## src/rtl/i2c_bus_pkg.sv

```systemverilog
// i2c_bus_pkg: shared defaults and the event bundle consumed by the I2C controller core.
package i2c_bus_pkg;

    localparam int FILT_LEN_DEF = 4;
    localparam int TO_W_DEF     = 16;

    typedef struct packed {
        logic scl_re;
        logic scl_fe;
        logic start;
        logic stop;
        logic timeout;
    } i2c_bus_evt_t;

endpackage

```

## src/rtl/i2c_glitch_filter.sv

```systemverilog
// i2c_glitch_filter: 2-flop synchroniser plus persistence filter for one I2C line.
module i2c_glitch_filter
    import i2c_bus_pkg::*;
#(
    parameter int FILT_LEN = FILT_LEN_DEF
) (
    input  logic clk_i,
    input  logic rst_ni,
    input  logic enable_i,
    input  logic raw_i,
    output logic level_o,
    output logic level_nxt_o
);

    localparam logic [7:0] LP_LAST = 8'(FILT_LEN - 1);

    logic [1:0] r_sync;
    logic       r_level;
    logic [7:0] r_cnt;
    logic       w_diff;
    logic       w_take;

    assign w_diff      = r_sync[1] ^ r_level;
    assign w_take      = w_diff && (r_cnt == LP_LAST);
    // Next level is exported so the top can form edge pulses coincident with the level change.
    assign level_nxt_o = enable_i ? (w_take ? r_sync[1] : r_level) : 1'b1;
    assign level_o     = r_level;

    always_ff @(posedge clk_i or negedge rst_ni) begin
        if (!rst_ni) begin
            r_sync  <= 2'b11;
            r_level <= 1'b1;
            r_cnt   <= '0;
        end else begin
            r_sync  <= enable_i ? {r_sync[0], raw_i} : 2'b11;
            r_level <= level_nxt_o;
            r_cnt   <= (enable_i && w_diff && !w_take) ? r_cnt + 8'd1 : '0;
        end
    end

endmodule

```

## src/rtl/i2c_bus_monitor.sv

```systemverilog
// i2c_bus_monitor: conditions raw SCL/SDA and reports edges, START/STOP, bus busy and SCL-low timeout.
module i2c_bus_monitor
    import i2c_bus_pkg::*;
#(
    parameter int FILT_LEN = FILT_LEN_DEF,
    parameter int TO_W     = TO_W_DEF
) (
    input  logic            clk_i,
    input  logic            rst_ni,
    input  logic            enable_i,
    input  logic            scl_i,
    input  logic            sda_i,
    input  logic [TO_W-1:0] timeout_limit_i,
    output logic            scl_o,
    output logic            sda_o,
    output logic            scl_re_o,
    output logic            scl_fe_o,
    output logic            start_det_o,
    output logic            stop_det_o,
    output logic            bus_busy_o,
    output logic            timeout_o
);

    logic            w_scl;
    logic            w_scl_nxt;
    logic            w_sda;
    logic            w_sda_nxt;
    i2c_bus_evt_t    w_evt_nxt;
    i2c_bus_evt_t    r_evt;
    logic            r_busy;
    logic [TO_W-1:0] r_to_cnt;
    logic            r_to_done;
    logic [TO_W:0]   w_to_inc;
    logic            w_to_run;
    logic            w_to_fire;
    logic            w_scl_hi;

    i2c_glitch_filter #(.FILT_LEN(FILT_LEN)) u_scl_filt (
        .clk_i       (clk_i),
        .rst_ni      (rst_ni),
        .enable_i    (enable_i),
        .raw_i       (scl_i),
        .level_o     (w_scl),
        .level_nxt_o (w_scl_nxt)
    );

    i2c_glitch_filter #(.FILT_LEN(FILT_LEN)) u_sda_filt (
        .clk_i       (clk_i),
        .rst_ni      (rst_ni),
        .enable_i    (enable_i),
        .raw_i       (sda_i),
        .level_o     (w_sda),
        .level_nxt_o (w_sda_nxt)
    );

    // SCL high before and after the SDA change; a coincident SCL edge rules out START/STOP.
    assign w_scl_hi  = w_scl & w_scl_nxt;
    assign w_to_inc  = {1'b0, r_to_cnt} + 1'b1;
    assign w_to_run  = !w_scl && (timeout_limit_i != '0) && !r_to_done;
    assign w_to_fire = w_to_run && (w_to_inc >= {1'b0, timeout_limit_i});

    always_comb begin
        w_evt_nxt.scl_re  = ~w_scl & w_scl_nxt;
        w_evt_nxt.scl_fe  = w_scl & ~w_scl_nxt;
        w_evt_nxt.start   = w_scl_hi & w_sda & ~w_sda_nxt;
        w_evt_nxt.stop    = w_scl_hi & ~w_sda & w_sda_nxt;
        w_evt_nxt.timeout = w_to_fire;
    end

    always_ff @(posedge clk_i or negedge rst_ni) begin
        if (!rst_ni) begin
            r_evt     <= '0;
            r_busy    <= 1'b0;
            r_to_cnt  <= '0;
            r_to_done <= 1'b0;
        end else if (!enable_i) begin
            r_evt     <= '0;
            r_busy    <= 1'b0;
            r_to_cnt  <= '0;
            r_to_done <= 1'b0;
        end else begin
            r_evt     <= w_evt_nxt;
            r_busy    <= w_evt_nxt.start ? 1'b1 : (w_evt_nxt.stop ? 1'b0 : r_busy);
            r_to_cnt  <= w_scl ? '0 : (w_to_run ? w_to_inc[TO_W-1:0] : r_to_cnt);
            r_to_done <= w_scl ? 1'b0 : (r_to_done | w_to_fire);
        end
    end

    assign scl_o       = w_scl;
    assign sda_o       = w_sda;
    assign scl_re_o    = r_evt.scl_re;
    assign scl_fe_o    = r_evt.scl_fe;
    assign start_det_o = r_evt.start;
    assign stop_det_o  = r_evt.stop;
    assign bus_busy_o  = r_busy;
    assign timeout_o   = r_evt.timeout;

endmodule

```

## config.mk

```make
export PLATFORM = sky130hd
export DESIGN_NAME = i2c_bus_monitor
export DESIGN_NICKNAME = d
export VERILOG_FILES = /design/src/rtl/i2c_bus_pkg.sv /design/src/rtl/i2c_glitch_filter.sv /design/src/rtl/i2c_bus_monitor.sv
export SDC_FILE = /design/constraint.sdc
export NUM_CORES = 1
export LEC_CHECK = 0
export CORE_ASPECT_RATIO = 0.5
export CORE_MARGIN = 2
export CORE_UTILIZATION = 60
export DETAILED_ROUTE_END_ITERATION = 16
export PLACE_DENSITY = 0.85
export RECOVER_POWER = 100
export SYNTH_ARGS = -nofsm -noshare
export SYNTH_HDL_FRONTEND = slang
export SYNTH_SLANG_ARGS = --single-unit
```

## constraint.sdc

```tcl
create_clock -name clk_i -period 4.2 [get_ports clk_i]
set_input_delay 0.84 -clock clk_i [delete_from_list [all_inputs] [get_ports clk_i]]
set_output_delay 0.84 -clock clk_i [all_outputs]
set_load 0.01 [all_outputs]
```

### Yosys cells after proc, flatten, opt, wreduce, memory -nomap -nowiden

Index checks and enable logic that the tools add are counted.

* multiplexer cells: 17
* bitwise logic cells: 14
* reduce and logical (&&, ||, !) cells: 14
* add/subtract/negate cells: 3
* equal/unequal tests: 4
* magnitude comparators: 1

Operators with widths (count)
* 16-bit two-way mux: 3
* 16-bit by 1-bit adder with 17-bit output (second input constant): 1
* 17-bit by 16-bit >= comparator with 1-bit output: 1
* 8-bit by 1-bit adder with 8-bit output (second input constant): 2
* 8-bit by 2-bit equality test with 1-bit output (second input constant): 2
* 8-bit two-way mux: 2
* 16-bit nonzero test: 1
* 1-bit logical AND: 9
* 1-bit two-way mux: 9
* 1-bit bitwise AND: 7
* 3-bit by 1-bit inequality test with 1-bit output (second input constant): 2
* 5-bit two-way mux: 1
* 1-bit logical NOT: 4
* 2-bit two-way mux: 2
* 1-bit NOT: 4
* 1-bit bitwise XOR: 2
* 1-bit bitwise OR: 1

* output and inout bits: 8
* flip-flop bits (word level): 45
* input bits: 21

### Logic depth before layout (Yosys ltp)

Gate-level depths: netlist (run 1).

* depth after elaboration: 10
* mapped depth: 11
* mapped depth without buffers: 11

### Hierarchy

Synthesis (run 1) repeated with hierarchy kept, for this count alone.

* cell total of the unflattened synthesis: 287
* area, all modules: 2727.6 um^2

Modules (own cells, without submodules)
* i2c_bus_monitor: area each 1714.1 um^2, instances 1, cells each 193, seq. area each 575.6 um^2
* i2c_glitch_filter: area each 506.7 um^2, instances 2, cells each 47, seq. area each 279.0 um^2

### Worst setup path after synthesis (run 1)

OpenSTA, ideal clock, no wires.

* path kind: register to register
* start point: reg r_to_cnt[0]
* end point: reg r_to_done
* setup time: 126 ps
* arrival: 2233 ps
* stages on the path, launching flop included: 12
* setup slack: 1841 ps
* data required time: 4074 ps
* clock period less this slack: 2359 ps
* cells stage by stage: dfrtp_1 ha_1 nand3_1 nor3_4 nand3_1 xnor2_1 ha_1 nand4_1 nor3_1 a221oi_1 o311a_1 a31oi_1

* cells in the longest elaborated chain, start to end: 6

RTL lines
* start: declaration: line i2c_bus_monitor.sv:31 `logic [TO_W-1:0] r_to_cnt;`
* start signal: assignment: line i2c_bus_monitor.sv:84 `r_to_cnt <= w_scl ? '0 : (w_to_run ? w_to_inc[TO_W-1:0] : r_to_cnt);`
* 16-bit by 1-bit adder with 17-bit output: line i2c_bus_monitor.sv:58 `assign w_to_inc = {1'b0, r_to_cnt} + 1'b1;`
* 17-bit by 16-bit >= comparator with 1-bit output: line i2c_bus_monitor.sv:60 `assign w_to_fire = w_to_run && (w_to_inc >= {1'b0, timeout_limit_i});`
* 1-bit logical AND: line i2c_bus_monitor.sv:60
* 1-bit bitwise OR: line i2c_bus_monitor.sv:85 `r_to_done <= w_scl ? 1'b0 : (r_to_done | w_to_fire);`
* 1-bit two-way mux: line i2c_bus_monitor.sv:85
* 1-bit two-way mux: line i2c_bus_monitor.sv:76 `end else if (!enable_i) begin`
* end signal: assignment: line i2c_bus_monitor.sv:85
* end: declaration: line i2c_bus_monitor.sv:32 `logic r_to_done;`

No other way between the ends.
A chain may end at the register's enable or synchronous reset.

### Worst setup path in the final report (run 1)

* start point: in timeout_limit_i[2]
* end point: reg r_to_cnt[10]

* cells in the longest elaborated chain, start to end: 4

RTL lines
* start: declaration: line i2c_bus_monitor.sv:13 `input logic [TO_W-1:0] timeout_limit_i,`
* 16-bit nonzero test: line i2c_bus_monitor.sv:59 `assign w_to_run = !w_scl && (timeout_limit_i != '0) && !r_to_done;`
* 1-bit logical AND (2 in series): line i2c_bus_monitor.sv:59
* 3-bit by 1-bit inequality test with 1-bit output (no line)

No other way between the ends.

==> flow_summary_export.csv, run 1 <==
group,metric,value,unit
outcome,run_status,"complete, but fails checks",
outcome,violations,"capacitance limit, slew limit",
layout,multi_input_area,1250,um^2
layout,final_area,2900,um^2
synth,syn-cell-area,2530,um^2
detailed_routing,vias,1972,
cts,clkSinkCount,45,
layout,fin_cells,338,
layout,areaGrowthSynthToFinish,14.9,%
synth,yosysTopAreaCell,"dfrtp_1",
detailed_routing,drt_pass1_iterations,4,
power,combPwrFrac,6.4,%
synth,ys_seq_area_share,44.9,%
timing,relSlewSlack,-55.8,%
hold_path,worst_hold_path_type,"flip-flop to flip-flop",
timing,setup_violations,0,
global_routing,grt_pass1_wl,8.82,mm
global_routing,grt_pass1_vias,1923,
synth,yosys.area.top_type_share,38.6,%
timing,setup_tns,0,ps
timing,fin_crit,3140,ps
timing,rsz0062_at_grt,"false",
power,seqPwrFrac,57.9,%
worst_setup_path,crit_path_start_kind,"input port",
worst_setup_path,critPathBufInv,1,
global_routing,grt_use_total,24.8,%
timing,fmax,318,MHz
detailed_routing,ant_nets,0,
layout,layout.nets,324,
synth,yosysWarnings,0,
synth,async_flop_share,100,%
worst_setup_path,cp_cell_sequence,"dlygate4sd3_1 -> nor4_1 -> a41oi_1 -> nor3_2 -> a21oi_1 -> o21ai_0",
floorplan,die_w,95.8,um
worst_setup_path,crit_required,4410,ps
global_routing,overflow,0,
worst_setup_path,cp_max_fo,16,
floorplan,ioPinCount,29,
power,peakVddDrop,171,uV
worst_setup_path,critPathMaxStageDelay,880,ps
synth,synth-seq-cells,45,
synth,netlist_top_cells_area,"dfrtp_1, ha_1, dfstp_2, xnor2_1, a22o_1",
worst_setup_path,critical_path.top_delay_family,"simple AND/OR/NAND/NOR gates",
synth,syn_inst,254,
layout,drive_gt1_share,5.63,%
detailed_routing,drc,0,
timing,maxSlewViolCount,46,
power,fin_total_pwr,0.757,mW
synth,synth_ff_type,"dfrtp_1",
layout,diodes,0,
power,clockPowerShare,35.7,%
cts,ctsResizeCount,0,
layout,fillerInstances,292,
placement,gp_congestion,0.859,
synth,synth_edf_count,0,
cts,cts_tree,"done",
cts,clk_path_buf_depth,2,
worst_setup_path,end_kind,"flip-flop",
worst_setup_path,criticalPathCategory,"input port to flip-flop",
cts,cts.htree.levels,2,
power,power.internal,0.574,mW
detailed_routing,drt-wirelength-per-cell,15.9,um
synth,yosysMostFrequentCell,"dfrtp_1",
placement,hpwlAfterDp,3.92,mm
timing,tightestPinTransition,2340,ps
cts,cts_hold_buf,0,
timing,clock_skew,5.24,ps
synth,syn_nets,294,
synth,postSynthAreaPerCell,9.95,um^2
floorplan,die-area,4780,um^2
cts,cts_setup_buffers,0,
placement,placed_cell_area,2840,um^2
floorplan,die-height,49.9,um
detailed_routing,routed_wl,5.38,mm
worst_setup_path,r2r_setup_slack,1080,ps
job,cap_violations,1,
timing,hold_ws,475,ps
cts,cts_made_buffers,5,
detailed_routing,via_per_inst,5.83,
cts,clk_pin_slew,80,ps
cts,root_buffer,"clkbuf_8",
floorplan,coreArea,3960,um^2
timing,min_period_over_period,74.8,%
placement,port_buffers,28,
power,switching_power,0.183,mW
global_routing,antenna_found_initial,0,
global_routing,grt_max_degree,46,
power,leakage,1.34,nW
synth,synthTopCellsByCount,"dfrtp_1, inv_1, nor2_1",
power,power_density,261,nW/um^2
worst_setup_path,worstPathArrival,3350,ps
placement,dp_cells,331,
timing,hold_viol_final,0,
floorplan,rows,16,
layout,seq_area,1130,um^2
synth,synth_cell_types,42,
power,sw_frac_of_total,24.1,%
detailed_routing,first_iter_violations,110,
worst_setup_path,slowest_stage,"nor3_2",
floorplan,start_util,63.7,%
cts,clk_latency,300,ps
-- power groups by stage --
| stage | clock [mW] | sequential [mW] | combinational (mW) |
|---|---|---|---|
| 2_1_floorplan | 0 | 0.446 | 0.0158 |
| 3_5_place_dp | 0 | 0.446 | 0.0497 |
| 5_1_grt | 0.289 | 0.438 | 0.0549 |
| 3_3_place_gp | 0 | 0.446 | 0.0477 |
| 6_report | 0.270 | 0.438 | 0.0488 |
| 4_1_cts | 0.273 | 0.438 | 0.0501 |
-- metrics by stage --
stage	utilization, %	setup WS, ps
4_1_cts	73.7	1290
2_1_floorplan	-	1840
6_report	73.2	1060
3_5_place_dp	71.6	985
5_1_grt	73.2	715
3_3_place_gp	71.6	1090
-- worst reg2reg max path, stage by stage, from the launching register on --
cell and delay (ps):
dfrtp_1 450, ha_1 230, nand3_1 90, nor3_1 550
xor2_1 190, ha_1 380, nand4_1 190, a2111oi_0 450
o21ai_0 170, o311a_1 150, a31oi_1 200
-- final timing paths --
check | startpoint | to | cells after the start
max in group asynchronous | rst_ni | u_scl_filt.r_cnt[6] | 1
min in group asynchronous | rst_ni | u_sda_filt.r_cnt[4] | 1
worst max register to register | r_to_cnt[0] | r_to_done | 10
worst min-delay path | u_scl_filt.r_cnt[0] | u_scl_filt.r_cnt[0] | 1
worst min register to register | u_scl_filt.r_cnt[0] | u_scl_filt.r_cnt[0] | 1
worst max-delay path | timeout_limit_i[2] | r_to_cnt[10] | 6
-- flip-flops by register name, summed over array words and instances, names as in the netlist --
name,cells
r_to_done,1
u_sda_filt.r_cnt,8
u_sda_filt.level_o,1
scl_re_o,1
scl_fe_o,1
stop_det_o,1
u_scl_filt.r_cnt,8
r_to_cnt,16
u_scl_filt.r_sync,2
u_scl_filt.level_o,1
timeout_o,1
start_det_o,1
bus_busy_o,1
u_sda_filt.r_sync,2
-- kinds of logic after synthesis --
family,Yosys count,share of synthesized area [%]
AOI/OAI and AO/OA,39,11.1
xor gates and xnor gates,28,9.71
adders and majority gates,19,9.41
buffers and inverters,29,4.85
DFF,45,44.9
muxes,2,0.793
and+or+nand+nor,92,19.3
-- final cells by class --
type / instances / area share [%]
tap: 54 / 2.33
multi-input combinational: 180 / 43.1
inverter: 24 / 3.10
sequential: 45 / 39.1
clock inverter: 2 / 0.561
clock buffer: 5 / 2.37
timing repair buffer: 28 / 9.44
-- cell usage in the layout, fill, tap and decap left out, types with 11 or more instances in the layout --
cell	instances
dfrtp_1	39
a22o_1	13
clkdlybuf4s50_1	18
xor2_1	11
nand2_1	16
nand3_1	16
ha_1	19
inv_1	24
nor2_1	21
xnor2_1	17
-- layer usage --
layer  wire length [um]  share of wire (%)  global-route usage, %  up-vias
li1                   -                  -                      -      946
met1               2510                 47                   33.4      965
met2               2550                 47                   39.3       54
met3                243                4.5                   5.05        7
met4                 69                1.3                   10.2        0
met5                  0                  0                      0        -
(Power assumes the default switching activity.)
==> run 2: changes to the inputs <==
--- a/config.mk
+++ b/config.mk
@@ -7,9 +7,9 @@
 export LEC_CHECK = 0
 export CORE_ASPECT_RATIO = 0.5
 export CORE_MARGIN = 2
-export CORE_UTILIZATION = 60
+export CORE_UTILIZATION = 50
 export DETAILED_ROUTE_END_ITERATION = 16
-export PLACE_DENSITY = 0.85
+export PLACE_DENSITY = 0.75
 export RECOVER_POWER = 100
 export SYNTH_ARGS = -nofsm -noshare
 export SYNTH_HDL_FRONTEND = slang
==> constraint.sdc (replaced) <==
create_clock -name clk_i -period 2.7 [get_ports clk_i]
set_input_delay 0.54 -clock clk_i [delete_from_list [all_inputs] [get_ports clk_i]]
set_output_delay 0.54 -clock clk_i [all_outputs]
set_load 0.01 [all_outputs]
==> flow_summary_export.csv, run 2 (synthesis gave the netlist of run 1 again) <==
group,metric,value,unit
timing,hold_ws,390,ps
detailed_routing,vias,2008,
floorplan,coreArea,4890,um^2
cts,cts.htree.levels,2,
global_routing,grt_max_degree,46,
cts,clk_latency,310,ps
layout,final_area,3090,um^2
layout,top_regs,"r_to_cnt (16), u_scl_filt.r_cnt (8), u_sda_filt.r_cnt (8)",
floorplan,ioPinCount,29,
layout,areaGrowthSynthToFinish,22.3,%
worst_setup_path,r2r_setup_slack,100,ps
floorplan,die-height,54.3,um
timing,hold_viol_final,0,
cts,clk_path_buf_depth,2,
layout,diodes,0,
timing,relSlewSlack,35.3,%
worst_setup_path,crit_path_start_kind,"flip-flop",
cts,clk_pin_slew,90,ps
worst_setup_path,slowest_stage,"dfrtp_2",
timing,min_period_over_period,96.2,%
placement,placed_cell_area,2880,um^2
outcome,run_status,"complete, no violations",
floorplan,start_util,51.7,%
detailed_routing,drt_pass1_iterations,4,
floorplan,die-area,5670,um^2
timing,fin_crit,2600,ps
cts,clkSinkCount,45,
timing,maxSlewViolCount,0,
timing,setup_tns,0,ps
layout,layout.nets,331,
timing,fmax,385,MHz
worst_setup_path,end_kind,"flip-flop",
placement,gp_congestion,0.940,
placement,port_buffers,28,
layout,post-route-util,63.2,%
layout,largest_register,"r_to_cnt",
detailed_routing,drt-wirelength-per-cell,15.5,um
detailed_routing,ant_nets,0,
cts,cts_hold_buf,0,
layout,layout_common_cells,"dfrtp_1, inv_1, nor2_1, clkdlybuf4s50_1, ha_1",
cts,cts_made_buffers,5,
cts,root_buffer,"clkbuf_8",
job,cap_violations,0,
worst_setup_path,cp_max_fo,6,
global_routing,grt_pass1_wl,8.53,mm
global_routing,grt_use_total,19.6,%
worst_setup_path,worst-r2r-cell-count,11,
detailed_routing,via_per_inst,5.55,
timing,setup_violations,0,
timing,clock_skew,11.1,ps
power,leakage,1.45,nW
worst_setup_path,worstPathArrival,2790,ps
global_routing,grt_pass1_vias,1865,
detailed_routing,drc,0,
floorplan,rows,18,
power,peakVddDrop,282,uV
worst_setup_path,r2r_end,"r_to_done",
worst_setup_path,crit_required,2890,ps
cts,cts_tree,"done",
global_routing,overflow,0,
layout,fillerInstances,395,
layout,final_common_cell,"dfrtp_1",
hold_path,worst_hold_path_type,"input port to async pin",
placement,hpwlAfterDp,3.86,mm
detailed_routing,first_iter_violations,77,
detailed_routing,routed_wl,5.62,mm
worst_setup_path,critPathMaxStageDelay,420,ps
worst_setup_path,criticalPathCategory,"flip-flop to flip-flop",
layout,largest_register_ffs,16,
timing,tightestPinTransition,971,ps
global_routing,antenna_found_initial,0,
floorplan,die_w,105,um
worst_setup_path,cp_cell_sequence,"ha_2 -> nand3_1 -> nor3_4 -> nand3_2 -> xnor2_2 -> ha_1 -> nand4_1 -> nor3_1 -> a221oi_1 -> o311a_1 -> a31oi_1",
worst_setup_path,timing.rr.start,"r_to_cnt[0]",
layout,drive_gt1_share,11.6,%
power,power_density,446,nW/um^2
-- run 2: layer usage --
layer	share of wire [%]	GRT usage [%]	up-vias
li1	-	-	961
met1	47	24.2	990
met3	5.3	5.71	9
met4	1.2	5.63	0
met2	46	34.5	48
met5	0	0	-
-- run 2: what timing repair did --
item / 4_1_cts / 5_1_grt
resized for setup: 0 / 11
setup buffers: 0 / 4
setup endpoints to repair: 0 / 2
-- run 2: layout make-up --
| cell class | count | area [um^2] | share of cell area (%) |
|---|---|---|---|
| clock buffer | 5 | 68.8 | 2.23 |
| clock inverter | 3 | 68.8 | 2.23 |
| inverter | 24 | 90.1 | 2.92 |
| multi-input combinational | 180 | 1320 | 42.6 |
| sequential | 45 | 1140 | 36.8 |
| tap | 70 | 87.6 | 2.84 |
| timing repair buffer | 35 | 320 | 10.4 |
-- run 2: power breakdown --
group	switching (mW)	total [mW]	internal, mW
clock network	0.246	0.619	0.373
logic	0.0414	0.0782	0.0368
registers	0.00195	0.681	0.679
total	0.289	1.38	1.09
-- run 2: worst max path at each step --
stage / from / to / slack, ps / cells past startpoint
2_1_floorplan: r_to_cnt[0] / r_to_done / 340 / 11
3_3_place_gp: timeout_limit_i[2] / r_to_cnt[15] / 140 / 6
3_5_place_dp: r_to_cnt[0] / r_to_done / 30 / 11
4_1_cts: r_to_cnt[0] / r_to_done / 20 / 11
5_1_grt: r_to_cnt[1] / r_to_done / -60 / 11
6_report: r_to_cnt[0] / r_to_done / 100 / 11
-- run 2: stage by stage --
stage | total power [mW] | worst slack (ps) | cells
after floorplan | 0.719 | 341 | 254
after detailed placement | 0.773 | 32.3 | 350
after global routing | 1.43 | -62.4 | 362
after CTS | 1.39 | 22.8 | 358
after global placement | 0.771 | 141 | 350
final | 1.38 | 102 | 362
-- run 2: critical path: cells and delay by family (launching register included) --
kind,cells,cell delay (ps)
compound gates,3,600
flops,1,420
fa+ha+maj,2,530
xor+xnor,1,170
simple gates,5,760
==> run 3: changes to the inputs <==
--- a/config.mk
+++ b/config.mk
@@ -9,6 +9,7 @@
 export CORE_MARGIN = 2
 export CORE_UTILIZATION = 50
 export DETAILED_ROUTE_END_ITERATION = 16
+export GPL_ROUTABILITY_DRIVEN = 0
 export PLACE_DENSITY = 0.75
 export RECOVER_POWER = 100
 export SYNTH_ARGS = -nofsm -noshare
==> results of run 3 <==
Same layout as run 2: the final DEF is identical, and so are final timing and power.
